[config.mk]
export PLATFORM = sky130hd
export DESIGN_NAME = alu_32_bit
export DESIGN_NICKNAME = d
export VERILOG_FILES = /design/src/rtl/alu_32_bit_pkg.sv /design/src/rtl/alu_slice_1bit.sv /design/src/rtl/alu_32_bit.sv
export SDC_FILE = /design/constraint.sdc
export NUM_CORES = 1
export LEC_CHECK = 0
export CORE_ASPECT_RATIO = 0.5
export CORE_MARGIN = 5
export CORE_UTILIZATION = 47
export CTS_CLUSTER_DIAMETER = 200
export DETAILED_ROUTE_END_ITERATION = 6
export PLACE_DENSITY = 0.78
export SETUP_SLACK_MARGIN = 0.2
export SYNTH_ARGS = -nofsm -noshare
export SYNTH_HDL_FRONTEND = slang
export SYNTH_HIERARCHICAL = 1
export SYNTH_SLANG_ARGS = --single-unit
[constraint.sdc]
create_clock -name clk -period 0.8 [get_ports clk]
set_input_delay 0.12 -clock clk [delete_from_list [all_inputs] [get_ports clk]]
set_output_delay 0.12 -clock clk [all_outputs]
set_load 0.005 [all_outputs]
[src/rtl/alu_32_bit_pkg.sv]
// Shared opcode encodings and datapath width for the 32-bit ALU.
package alu_32_bit_pkg;
   localparam int unsigned ALU_W = 32;

   localparam logic [2:0] OP_ADD = 3'b000;
   localparam logic [2:0] OP_SUB = 3'b001;
   localparam logic [2:0] OP_INC = 3'b010;
   localparam logic [2:0] OP_DEC = 3'b011;
   localparam logic [2:0] OP_AND = 3'b100;
   localparam logic [2:0] OP_OR  = 3'b101;
   localparam logic [2:0] OP_XOR = 3'b110;
   localparam logic [2:0] OP_NOT = 3'b111;
endpackage

[src/rtl/alu_slice_1bit.sv]
// One bit of the ALU: B-operand select, full adder, and bitwise logic mux.
module alu_slice_1bit
   import alu_32_bit_pkg::*;
(
   input  logic       a_i,
   input  logic       b_i,
   input  logic [2:0] sel,
   input  logic       c_i,
   output logic       f_o,
   output logic       c_o
);

   logic b_m;
   logic sum;
   logic lgc;

   // sel[1:0] picks the adder's second operand: B, ~B, 0 or 1
   always_comb begin
      b_m = b_i;
      unique case (sel[1:0])
         2'b00: b_m = b_i;
         2'b01: b_m = ~b_i;
         2'b10: b_m = 1'b0;
         2'b11: b_m = 1'b1;
      endcase
   end

   assign sum = a_i ^ b_m ^ c_i;
   assign c_o = (a_i & b_m) | (a_i & c_i) | (b_m & c_i);

   always_comb begin
      lgc = 1'b0;
      unique case (sel)
         OP_AND:  lgc = a_i & b_i;
         OP_OR:   lgc = a_i | b_i;
         OP_XOR:  lgc = a_i ^ b_i;
         OP_NOT:  lgc = ~a_i;
         default: lgc = 1'b0;
      endcase
   end

   assign f_o = sel[2] ? lgc : sum;

endmodule

[src/rtl/alu_32_bit.sv]
// Registered 32-bit ALU: ripple chain of 1-bit slices feeding a 33-bit output register.
module alu_32_bit
   import alu_32_bit_pkg::*;
(
   input  logic              clk,
   input  logic              rst_n,
   input  logic [ALU_W-1:0]  a,
   input  logic [ALU_W-1:0]  b,
   input  logic              S0,
   input  logic              S1,
   input  logic              S2,
   input  logic              Ci,
   output logic [ALU_W-1:0]  F,
   output logic              Co
);

   logic [2:0]       sel;
   logic [ALU_W:0]   carry;
   logic [ALU_W-1:0] f_d;
   logic             co_d;

   assign sel      = {S2, S1, S0};
   assign carry[0] = Ci;

   for (genvar i = 0; i < ALU_W; i++) begin : g_slice
      alu_slice_1bit u_slice (
         .a_i (a[i]),
         .b_i (b[i]),
         .sel (sel),
         .c_i (carry[i]),
         .f_o (f_d[i]),
         .c_o (carry[i+1])
      );
   end

   // Logic ops still ripple a carry through the chain; it is discarded here
   assign co_d = sel[2] ? 1'b0 : carry[ALU_W];

   always_ff @(posedge clk or negedge rst_n) begin
      if (!rst_n) begin
         F  <= '0;
         Co <= 1'b0;
      end else begin
         F  <= f_d;
         Co <= co_d;
      end
   end

endmodule

==> results by group <==
Clock network
  • Clock sink count: 33
  • CTS buffer count: 5
  • CTS H-tree lvls: 2
  • Post-CTS Setup Inserts: 0
  • CTS tree: done
  • Clock buffer depth: 2
  • Clock slew at reported path FFs: 0.06 ns
  • Clk root buf: clkbuf_16

Critical path
  • Arr. time, crit path: 14.83 ns
  • Crit path max fanout: 2
  • CP endpoint: F[31]
  • Kind of critical path: in -> reg
  • Crit path buf inv count: 65
  • Max incr delay on CP: 0.41 ns
  • CP most frequent cell: inv_2
  • Critical path origin: b[0]
  • Worst path top cell family by delay: adder cells
  • Critical Path Sink Type: register
  • Slowest-stage cell, CP: fa_2
  • Worst endpoint required time: 0.98 ns
  • Crit. path cell count: 101
  • Worst setup SP type: input pin

Final layout
  • Layout cell share with drive strength beyond 1: 31.6%
  • N_diodes: 0
  • FILL cells: 793
  • Syn-to-layout area delta: 44.9%
  • Register area: 826 um2
  • NumNets Final: 936
  • Multi-input gate area: 0.00339 mm2

Synthesis
  • Synth Area in Compound Gates: 14.8%
  • Post-Synth XOR/XNOR Area: 6.09%
  • Ys Warns: 6
  • Mapped Nets: 744
  • Seq/Total Area, Yosys: 17.9%
  • Largest family of logic cells by synthesized area: adder cells
  • Adder and majority cell fraction of the synthesized area: 31.3%
  • Post-Syn Area per Cell: 7.96 um2
  • Yosys reg bits: 33
  • Post-synthesis cell count: 578
  • Cell variety after synth: 12
  • Synth Area in Simple Gates: 16.8%
  • Cell Area, Synth: 0.00460 mm2
  • Post-synthesis mux area share: 0%

Floorplanning
  • Cell Rows: 25
  • Core area: 0.00951 mm2
  • I/O pin total: 103
  • Die width: 150 um
  • Die Ht: 80.0 um
  • Initial core utilization: 48.4%
  • Die ar.: 0.0120 mm2

Timing
  • Max-slew violation count: 0
  • Setup violations, final: 66
  • Accumulated negative setup slack: -242.46 ns
  • Min cycle time layout: 14.65 ns
  • RSZ-0062 raised after global routing: true
  • Final critical-path share of the clock period: 1830%
  • Slew @ Worst Pin: 0.638 ns
  • Fmax: 68.3 MHz
  • Final setup margin: -13.85 ns
  • Hold Vio Cnt, Final: 0
  • Relative slew margins: 57.5%

Route
  • Final WL: 11.3 mm
  • Post-DR wirelength/cell: 12.5 um
  • WL met1: 4.83 mm
  • Post-route antenna net violation count: 0
  • First DRT Iteration DRCs: 117
  • DR WL met2: 6.11 mm
  • Via density: 4.74
  • Met3 WL: 302 um
  • Drt drc: 0
  • Max Used Layer: met4
  • First-pass DRT Iterations: 4
  • Via count: 4290

Placement
  • Placement Setup Slack: -14.65 ns
  • Gp weighted congestion: 0.776
  • IO Port Bufs: 102
  • Post-DP HPWL: 8.80 mm

GRT
  • Number of global-route vias before repair: 4392
  • Initial antenna violation count: 0
  • GRT Total Usage: 19.3%
  • Gr ovfl total: 0
  • First-pass GRT wire length: 19.0 mm
  • Pin count of the biggest net entering global routing: 61

Pwr
  • Pwr Density: 1190 mW/mm2
  • LEAKAGE: 0.00329 uW
  • Tot Pwr: 7950 uW
  • Peak supply drop: 0.000652 V

Flow run
  • Maxcap violations: 0

Hold path
  • Worst hold path class: in -> reg
  • WHS Path Cells: 3

Run status
  • Failing checks: negative setup slack
  • Status: finished, violations left
## worst min path at each step
stage | startpoint | end | slack [ns]
2_1_floorplan | rst_n | Co | -0.18
3_3_place_gp | rst_n | F[15] | 0.10
3_5_place_dp | rst_n | F[15] | 0.11
4_1_cts | S2 | F[30] | 0.28
5_1_grt | S2 | F[30] | 0.29
6_report | S2 | F[30] | 0.28
## cells in the mapped netlist, drive strengths merged
cell type	instances	share of area, %
a211oi	32	5.2
a311oi	32	6.1
dfrtp	33	18
fa	32	14
ha	64	17
inv	160	13
nand2	64	5.2
nor2	32	2.6
nor2b	65	9.0
o21ai	32	3.5
xnor2	32	6.1
## cells in the final DEF, fill, tap and decap left out
| master | instances |
|---|---|
| dlygate4sd3_1 | 1 |
| xnor2_2 | 1 |
| nor2b_4 | 8 |
| a311oi_2 | 10 |
| buf_6 | 2 |
| buf_2 | 36 |
| nor2_4 | 1 |
| fa_2 | 32 |
| nor2_1 | 30 |
| xnor2_1 | 31 |
| nor2_2 | 1 |
| dfrtp_1 | 33 |
| clkbuf_8 | 1 |
| inv_1 | 96 |
| inv_12 | 1 |
| inv_2 | 63 |
| clkbuf_16 | 5 |
| o21ai_1 | 32 |
| ha_1 | 64 |
| buf_12 | 5 |
| nor2b_1 | 57 |
| a311oi_1 | 22 |
| dlygate4sd2_1 | 2 |
| clkdlybuf4s50_1 | 62 |
| buf_4 | 77 |
| nand2_1 | 64 |
| clkbuf_1 | 1 |
| a211oi_1 | 32 |
## cell type report
type | instances | share of cell area (%)
Sequential cell | 33 | 12.4
Tap cell | 135 | 2.53
Clock buffer | 7 | 2.14
Timing Repair Buffer | 185 | 22.9
Inverter | 160 | 9.19
Multi-Input combinational cell | 385 | 50.8
## where the power goes
part / total, uW / switching (uW) / internal, uW
logic: 3890 / 1860 / 2030
registers: 2070 / 79.1 / 1990
clock network: 2000 / 773 / 1230
total: 7950 / 2710 / 5240
## routing by layer
metal	track usage, %	up-vias
met5	0	-
met1	22.4	2029
met4	4.38	0
met2	37.6	54
li1	-	2199
met3	2.72	8
## flip-flops by register name, indices dropped and copies added, names as in the netlist
| register | count |
|---|---|
| F | 32 |
| Co | 1 |
## repair_timing
action,CTS,global route
pin swaps,4,5
gates resized for setup,151,15
setup endpoints to repair,66,66
hold buffers,1,0
hold endpoints to repair,33,0
cloned,0,0
## kinds of logic (layout without fill, tap and decap cells)
logic type,count (synthesis),in the layout
simple gates,161,161
buf+inv,160,352
fa+ha+maj,96,96
compound gates,96,96
flops,33,33
xor+xnor,32,32
## metrics by stage
stage | hold slack (ns) | instances | util [%] | cell area, um2
2_1_floorplan | -0.176 | 578 | - | 4710
3_3_place_gp | 0.102 | 897 | 69.0 | 6560
3_5_place_dp | 0.108 | 897 | 69.0 | 6560
4_1_cts | 0.280 | 905 | 69.3 | 6590
5_1_grt | 0.291 | 905 | 70.1 | 6670
6_report | 0.282 | 905 | 70.1 | 6670
No activity file was read; power rests on OpenSTA's default activity.
